--- config.mk ---
export PLATFORM = sky130hd
export DESIGN_NAME = acq_cmd_scheduler
export DESIGN_NICKNAME = d
export VERILOG_FILES = /design/src/rtl/acq_cmd_scheduler.sv
export SDC_FILE = /design/constraint.sdc
export NUM_CORES = 1
export LEC_CHECK = 0
export CAP_MARGIN = 25
export CORE_UTILIZATION = 31
export CTS_CLUSTER_DIAMETER = 60
export DETAILED_ROUTE_END_ITERATION = 7
export PLACE_DENSITY = 0.59
export SYNTH_ARGS = -nofsm -noshare
export SYNTH_HDL_FRONTEND = slang
export SYNTH_SLANG_ARGS = --single-unit
--- constraint.sdc ---
create_clock -name clk -period 3.74 [get_ports clk]
set_clock_uncertainty 0.15 [all_clocks]
set_input_delay 0.748 -clock clk [delete_from_list [all_inputs] [get_ports clk]]
set_output_delay 0.748 -clock clk [all_outputs]
set_load 0.02 [all_outputs]
--- src/rtl/acq_cmd_scheduler.sv ---
// rtl/acq_cmd_scheduler.sv - UART-commanded acquire sequencer driving active-low capture strobes
// Decodes 8N1 command bytes, arms a wave/FIR capture on a fresh wavenum, holds one pending command.
module acq_cmd_scheduler #(
    parameter int unsigned CLKS_PER_BIT = 1,
    parameter int unsigned WINDOW       = 36050,
    parameter logic [7:0]  CMD_WAVE     = 8'h77,
    parameter logic [7:0]  CMD_FIR      = 8'h69
) (
    input  logic        clk,
    input  logic        rst,
    input  logic        uart_rx,
    input  logic [15:0] wavenum,
    output logic        acquireWave,
    output logic        acquireFIR,
    output logic        busy,
    output logic [7:0]  cmd_char,
    output logic        cmd_valid,
    output logic [15:0] lastwavenum,
    output logic        err_framing,
    output logic        timeout,
    output logic        dropped
);

    localparam logic [15:0] FIRST_WAIT = 16'(CLKS_PER_BIT / 2 + CLKS_PER_BIT - 1);
    localparam logic [15:0] BIT_WAIT   = 16'(CLKS_PER_BIT - 1);
    localparam logic [18:0] WIN_LAST   = 19'(WINDOW - 1);

    typedef enum logic [1:0] {S_IDLE, S_ARM, S_ACQ, S_RELEASE} state_t;

    logic        rx_active_q, rx_active_d;
    logic [15:0] rx_wait_q, rx_wait_d;
    logic [3:0]  rx_bit_q, rx_bit_d;
    logic [7:0]  rx_shift_q, rx_shift_d;
    logic [7:0]  cmd_char_q, cmd_char_d;
    logic        cmd_valid_q, cmd_valid_d;
    logic        err_framing_q, err_framing_d;

    state_t      state_q, state_d;
    logic [18:0] cnt_q, cnt_d;
    logic        kind_fir_q, kind_fir_d;
    logic        acq_seen_q, acq_seen_d;
    logic        pend_valid_q, pend_valid_d;
    logic        pend_fir_q, pend_fir_d;
    logic [15:0] lastwavenum_q, lastwavenum_d;
    logic        acq_wave_n_q, acq_wave_n_d;
    logic        acq_fir_n_q, acq_fir_n_d;

    logic        is_cmd;
    logic        cmd_is_fir;
    logic        timeout_pulse;
    logic        dropped_pulse;

    // Receiver: a down-counter paces the mid-bit samples; bit index 8 is the stop bit.
    always_comb begin
        rx_active_d   = rx_active_q;
        rx_wait_d     = rx_wait_q;
        rx_bit_d      = rx_bit_q;
        rx_shift_d    = rx_shift_q;
        cmd_char_d    = cmd_char_q;
        cmd_valid_d   = 1'b0;
        err_framing_d = 1'b0;
        if (!rx_active_q) begin
            if (!uart_rx) begin
                rx_active_d = 1'b1;
                rx_wait_d   = FIRST_WAIT;
                rx_bit_d    = 4'd0;
            end
        end else if (rx_wait_q != 16'd0) begin
            rx_wait_d = rx_wait_q - 16'd1;
        end else begin
            rx_wait_d = BIT_WAIT;
            if (rx_bit_q == 4'd8) begin
                rx_active_d = 1'b0;
                if (uart_rx) begin
                    cmd_char_d  = rx_shift_q;
                    cmd_valid_d = 1'b1;
                end else begin
                    err_framing_d = 1'b1;
                end
            end else begin
                rx_shift_d = {uart_rx, rx_shift_q[7:1]};
                rx_bit_d   = rx_bit_q + 4'd1;
            end
        end
    end

    assign is_cmd     = cmd_valid_q && ((cmd_char_q == CMD_WAVE) || (cmd_char_q == CMD_FIR));
    assign cmd_is_fir = (cmd_char_q == CMD_FIR);

    always_comb begin
        state_d       = state_q;
        cnt_d         = cnt_q;
        kind_fir_d    = kind_fir_q;
        acq_seen_d    = acq_seen_q;
        pend_valid_d  = pend_valid_q;
        pend_fir_d    = pend_fir_q;
        lastwavenum_d = lastwavenum_q;
        timeout_pulse = 1'b0;
        dropped_pulse = 1'b0;

        // Commands seen while busy (including RELEASE) land in the pending slot first.
        if (is_cmd && (state_q != S_IDLE)) begin
            pend_valid_d  = 1'b1;
            pend_fir_d    = cmd_is_fir;
            dropped_pulse = pend_valid_q;
        end

        case (state_q)
            S_IDLE: begin
                if (is_cmd) begin
                    state_d    = S_ARM;
                    kind_fir_d = cmd_is_fir;
                    cnt_d      = 19'd0;
                    acq_seen_d = 1'b0;
                end
            end
            S_ARM: begin
                cnt_d = cnt_q + 19'd1;
                if (cnt_q == WIN_LAST) begin
                    timeout_pulse = 1'b1;
                    state_d       = S_RELEASE;
                end else if (wavenum != lastwavenum_q) begin
                    state_d    = S_ACQ;
                    acq_seen_d = 1'b1;
                end
            end
            S_ACQ: begin
                cnt_d = cnt_q + 19'd1;
                if (cnt_q == WIN_LAST) begin
                    state_d = S_RELEASE;
                end
            end
            S_RELEASE: begin
                if (acq_seen_q) begin
                    lastwavenum_d = wavenum;
                end
                if (pend_valid_d) begin
                    state_d      = S_ARM;
                    kind_fir_d   = pend_fir_d;
                    pend_valid_d = 1'b0;
                    cnt_d        = 19'd0;
                    acq_seen_d   = 1'b0;
                end else begin
                    state_d = S_IDLE;
                end
            end
            default: state_d = S_IDLE;
        endcase

        // Strobes lag the state by one cycle, so they fall after ACQ entry and clear after RELEASE.
        acq_wave_n_d = !((state_q == S_ACQ) && !kind_fir_q);
        acq_fir_n_d  = !((state_q == S_ACQ) && kind_fir_q);
    end

    always_ff @(posedge clk or posedge rst) begin
        if (rst) begin
            rx_active_q   <= 1'b0;
            rx_wait_q     <= 16'd0;
            rx_bit_q      <= 4'd0;
            rx_shift_q    <= 8'd0;
            cmd_char_q    <= 8'd0;
            cmd_valid_q   <= 1'b0;
            err_framing_q <= 1'b0;
            state_q       <= S_IDLE;
            cnt_q         <= 19'd0;
            kind_fir_q    <= 1'b0;
            acq_seen_q    <= 1'b0;
            pend_valid_q  <= 1'b0;
            pend_fir_q    <= 1'b0;
            lastwavenum_q <= 16'd0;
            acq_wave_n_q  <= 1'b1;
            acq_fir_n_q   <= 1'b1;
        end else begin
            rx_active_q   <= rx_active_d;
            rx_wait_q     <= rx_wait_d;
            rx_bit_q      <= rx_bit_d;
            rx_shift_q    <= rx_shift_d;
            cmd_char_q    <= cmd_char_d;
            cmd_valid_q   <= cmd_valid_d;
            err_framing_q <= err_framing_d;
            state_q       <= state_d;
            cnt_q         <= cnt_d;
            kind_fir_q    <= kind_fir_d;
            acq_seen_q    <= acq_seen_d;
            pend_valid_q  <= pend_valid_d;
            pend_fir_q    <= pend_fir_d;
            lastwavenum_q <= lastwavenum_d;
            acq_wave_n_q  <= acq_wave_n_d;
            acq_fir_n_q   <= acq_fir_n_d;
        end
    end

    assign acquireWave = acq_wave_n_q;
    assign acquireFIR  = acq_fir_n_q;
    assign busy        = (state_q != S_IDLE);
    assign cmd_char    = cmd_char_q;
    assign cmd_valid   = cmd_valid_q;
    assign lastwavenum = lastwavenum_q;
    assign err_framing = err_framing_q;
    assign timeout     = timeout_pulse;
    assign dropped     = dropped_pulse;

endmodule

### Word level (Yosys, flattened, before mapping)

Cells that the tools add are included.

| word-level totals | value |
|---|---|
| register bits after elaboration | 82 |
| bits in latches | 0 |
| RAM bits | 0 |
| ROM bits | 0 |
| output and inout bits | 31 |
| word-level logic and storage cells | 101 |
| memories kept | 0 |

| cells by class | value |
|---|---|
| add/sub/neg operators | 3 |
| $mul | 0 |
| div/mod/pow operators | 0 |
| order comparisons | 0 |
| eq/ne operators | 17 |
| shift-type cells | 0 |
| muxes and demuxes | 41 |
| bitwise operators | 2 |
| reductions and logical operators | 22 |

Operators with widths:

| operator | number |
|---|---|
| $pmux W19 S3 | 1 |
| $mux W16 | 3 |
| $mux W19 | 2 |
| $mux W1 | 24 |
| $add A19 B1 Y19 const B | 1 |
| $eq A19 B16 Y1 const B | 1 |
| $eq A8 B7 Y1 const B | 2 |
| $mux W4 | 4 |
| $ne A16 B16 Y1 | 1 |
| $reduce_bool A16 Y1 | 1 |
| $sub A16 B1 Y16 const B | 1 |
| $ne A2 B2 Y1 const B | 7 |
| $reduce_and A3 Y1 | 4 |
| $mux W2 | 4 |
| $pmux W2 S4 | 1 |
| $reduce_and A5 Y1 | 1 |
| $add A4 B1 Y4 const B | 1 |
| $eq A2 B2 Y1 const B | 2 |
| $eq A4 B4 Y1 const B | 1 |
| $logic_and A1 B1 Y1 | 4 |
| $reduce_and A2 Y1 | 2 |
| $reduce_and A4 Y1 | 1 |
| $reduce_bool A2 Y1 | 2 |
| $logic_not A1 Y1 | 3 |
| other kinds (10) | 11 |

### Depth between registers and ports, before layout

| logic depth | value |
|---|---|
| word-level depth | 7 |
| gate-level depth with buffers | 8 |
| gate-level depth less buffers | 8 |

### Least setup slack after synthesis

OpenSTA, ideal clock, no wires.

| path | value |
|---|---|
| path kind | reg2out |
| from | reg cnt_q[4] |
| to | out timeout |
| arrival time | 2.155 ns |
| required time | 2.842 ns |
| setup slack | 0.687 ns |
| stages on the path, launching flop included | 5 |
| buffers on the path | 1 |
| path through | dfrtp_1 > clkbuf_1 > or4b_1 > or4_1 > nor4_1 |

| between the ends | value |
|---|---|
| cells in the longest elaborated chain, start to end | 3 |

RTL lines:

| item | line | text |
|---|---|---|
| start, declared | 39 | `logic [18:0] cnt_q, cnt_d;` |
| start signal, assigned | 182 | `cnt_q <= cnt_d;` |
| $eq A19 B16 Y1 | 119 | `if (cnt_q == WIN_LAST) begin` |
| $mux W1 | 119 |  |
| $mux W1 | 108 | `case (state_q)` |
| end, declared | 20 | `output logic timeout,` |

No other way between the ends.

### Worst setup path in the final report

| path | value |
|---|---|
| from | reg cmd_char_q[1] (netlist: cmd_char[1]) |
| to | out dropped |

| between the ends | value |
|---|---|
| cells in the longest elaborated chain, start to end | 5 |
| elaborated cells between the ends (all ways) | 6 |
| classes of those cells | eq/ne (2); mux (1); reduce/logical (3) |

RTL lines:

| item | line | text |
|---|---|---|
| start, declared | 34 | `logic [7:0] cmd_char_q, cmd_char_d;` |
| start signal, assigned | 178 | `cmd_char_q <= cmd_char_d;` |
| $eq A8 B7 Y1 | 87 | `assign is_cmd = cmd_valid_q && ((cmd_char_q == CMD_WAVE) \|\| (cmd_char_q == CMD_FIR));` |
| $logic_or A1 B1 Y1 (*) | 87 |  |
| $logic_and A1 B1 Y1 (*) | 87 |  |
| $logic_and A1 B1 Y1 (*) | 102 | `if (is_cmd && (state_q != S_IDLE)) begin` |
| $mux W1 (*) | 102 |  |
| end, declared | 21 | `output logic dropped` |

Mark *: on every way between the ends. The rest lies on a longest branch, timed or not.

==> impl_metrics.yaml <==
setup_path:
  cp_max_fo: 4
  start_kind: "flop"
  crit_required_ps: 2840
  cp.arrival_ps: 2530
  cp-end-kind: "primary output"
  crit_type: "reg -> out"
yosys:
  syn_inst: 392
  synth_cell_type_count: 45
  synth-async-reset-ratio: 1.00
  synth-seq-area-share: 0.504
  synthFlopType: "dfrtp_1"
  yosysWarnings: 0
  netlist_area_um2: 4070
  synth_edf_count: 0
  syn-num-nets: 422
  synth-seq-cells: 82
  syn_area_per_cell_um2: 10.4
floorplan:
  die_y_um: 117
  fp.dieW_um: 117
  initial_core_util: 0.320
  ioPinCount: 50
  fp.coreArea_um2: 12700
  die-area_um2: 13600
  fp-row-count: 41
finish:
  final_layout_size_suffix_gt1_frac: 0.131
  num_antenna_cells: 0
  area_growth_pct: 24.8
  fin_cells: 623
  final_nets: 476
  final_util: 0.400
  fin_area_um2: 5080
power:
  power.total_mw: 2.29
  leakagePower_nw: 2.14
  ir_drop_mv: 0.233
  powerDensity_nw_per_um2: 451
clock_network:
  cts_buffers: 9
  htreeDepth: 3
  tritoncts: "done"
  clockRootBuffer: "clkbuf_16"
  clk_pin_slew_ps: 60
  cts_hold_buf: 0
  cts_repair_resize_count: 1
  postCtsSetupBuffers: 0
  cts_buffer_depth: 2
  cts.sinks: 82
  clk_latency_ps: 340
timing:
  fin_setup_tns_ps: 0
  final_hold_viol_count: 0
  fin_ws_ps: 311
  rsz0062_at_grt: "false"
  finalSetupViolations: 0
  drv_slew: 0
  tightest_slew_ps: 771
  post-route-period-util: 0.917
  clock.fmax_ghz: 0.292
  min_period_ps: 3430
  relSlewSlack: 0.485
  fin_hold_ws_ps: 310
placement:
  dp.cells: 607
  place_ws_ps: 365
  portBuffers: 49
  dp_hpwl_um: 6130
  gp_congestion: 0.769
  placed_area_um2: 4790
detailed_routing:
  drt_iter0_drc: 155
  vias: 3110
  viasPerCell: 4.99
  ant_nets: 0
  drt-wirelength-per-cell_um: 14.1
  firstDrtPassIters: 4
  wl_um: 8790
  drc_errors: 0
hold_path:
  worstHoldPathType: "reg -> reg"
global_route:
  track_usage: 0.144
  grt_pass1_vias: 3093
  grt_pass1_wl_um: 15000
  antenna_found_initial: 0
  grt_max_degree: 44
  grt_overflow: 0
run:
  cap_viol_max_count: 0
outcome:
  outcome: "complete, no violations"
-- layout make-up --
cell class | instances | area (um^2)
Multi-Input combinational cell | 284 | 1920
Fill cell | 1325 | 7640
Tap cell | 172 | 215
Inverter | 15 | 57.6
Sequential cell | 82 | 2050
Clock buffer | 14 | 264
Clock inverter | 2 | 35.0
Timing Repair Buffer | 54 | 539
-- cells in the mapped netlist, drive strengths merged (2+ instances only) --
| library cell | number | share of area |
|---|---|---|
| a21oi | 11 | 0.014 |
| nand2 | 36 | 0.033 |
| ha | 11 | 0.034 |
| a311oi | 2 | 0.0043 |
| xnor2 | 21 | 0.045 |
| nor4 | 11 | 0.017 |
| a31oi | 4 | 0.0061 |
| clkbuf | 9 | 0.0083 |
| inv | 15 | 0.014 |
| mux2 | 34 | 0.094 |
| o21ai | 27 | 0.033 |
| or4b | 3 | 0.0074 |
| o31ai | 10 | 0.018 |
| buf | 2 | 0.0025 |
| or4 | 3 | 0.0055 |
| or3 | 5 | 0.0077 |
| nand4b | 2 | 0.0043 |
| nand2b | 3 | 0.0046 |
| mux2i | 5 | 0.012 |
| nand3 | 15 | 0.018 |
| nor3 | 8 | 0.0098 |
| nor2b | 2 | 0.0031 |
| and3 | 4 | 0.0061 |
| nand4 | 7 | 0.011 |
| o21a | 2 | 0.0037 |
| o41ai | 3 | 0.0065 |
| a21o | 4 | 0.0074 |
| dfstp | 2 | 0.013 |
| o22ai | 2 | 0.0031 |
| nor2 | 33 | 0.030 |
| xor2 | 2 | 0.0043 |
| a22o | 2 | 0.0043 |
| or2 | 3 | 0.0046 |
| dfrtp | 80 | 0.49 |
-- kinds of logic after synthesis --
| family | synth area share |
|---|---|
| AOI/OAI and AO/OA | 0.107 |
| xor gates and xnor gates | 0.0494 |
| adders and majority gates | 0.0365 |
| buffers and inverters | 0.0246 |
| DFF | 0.504 |
| muxes | 0.106 |
| and+or+nand+nor | 0.172 |
-- critical path, stage by stage (launching register included) --
cell and delay (ps):
dfrtp_1 400, or4b_1 560, a211o_1 340, nor2_1 140, and2_1 130, clkdlybuf4s50_1 620
-- final timing paths --
kind	cells past startpoint	endpoint	from	slack, ps
max reg2reg	6	cnt_q[12]$_DFFE_PP0P_	cmd_char[1]$_DFFE_PP0P_	860
min reg2reg	1	acquireFIR$_DFF_PP1_	kind_fir_q$_DFFE_PP0P_	310
max	5	dropped	cmd_char[1]$_DFFE_PP0P_	310
max in group asynchronous	3	rx_shift_q[5]$_DFFE_PP0P_	rst	2080
min	1	acquireFIR$_DFF_PP1_	kind_fir_q$_DFFE_PP0P_	310
min in group asynchronous	2	lastwavenum[0]$_DFFE_PP0P_	rst	700
-- flip-flops by register name, summed over array words and instances (netlist names), 2 cells and up --
| signal | cells |
|---|---|
| cmd_char | 8 |
| cnt_q | 19 |
| lastwavenum | 16 |
| rx_bit_q | 4 |
| rx_shift_q | 8 |
| rx_wait_q | 16 |
| state_q | 2 |
-- report_power, final --
part,internal (mW),total [mW],switching (mW)
clock,0.553,0.891,0.337
sequential,0.986,1.09,0.101
combinational,0.152,0.317,0.164
-- metal layers --
| layer | up-vias | global-route usage | wire length [um] |
|---|---|---|---|
| met3 | 11 | 0.0451 | 564 |
| met5 | - | 0 | 0 |
| met4 | 0 | 0.0624 | 153 |
| met2 | 70 | 0.228 | 4030 |
| met1 | 1507 | 0.181 | 4040 |
| li1 | 1522 | - | - |
-- placed cells by master, fill, tap and decap left out, types with 5 or more instances in the layout --
cell type         n
xnor2_1          21
a21oi_1          11
nor4_1           11
mux2i_1           5
or3_1             5
ha_1             11
nor3_1            8
clkbuf_16         9
nand4_1           7
o21ai_0          27
nand3_1          15
nand2_1          36
dfrtp_1          80
mux2_2           34
nor2_1           33
clkdlybuf4s50_1  48
o31ai_1          10
inv_1            14
(Power assumes the default switching activity.)
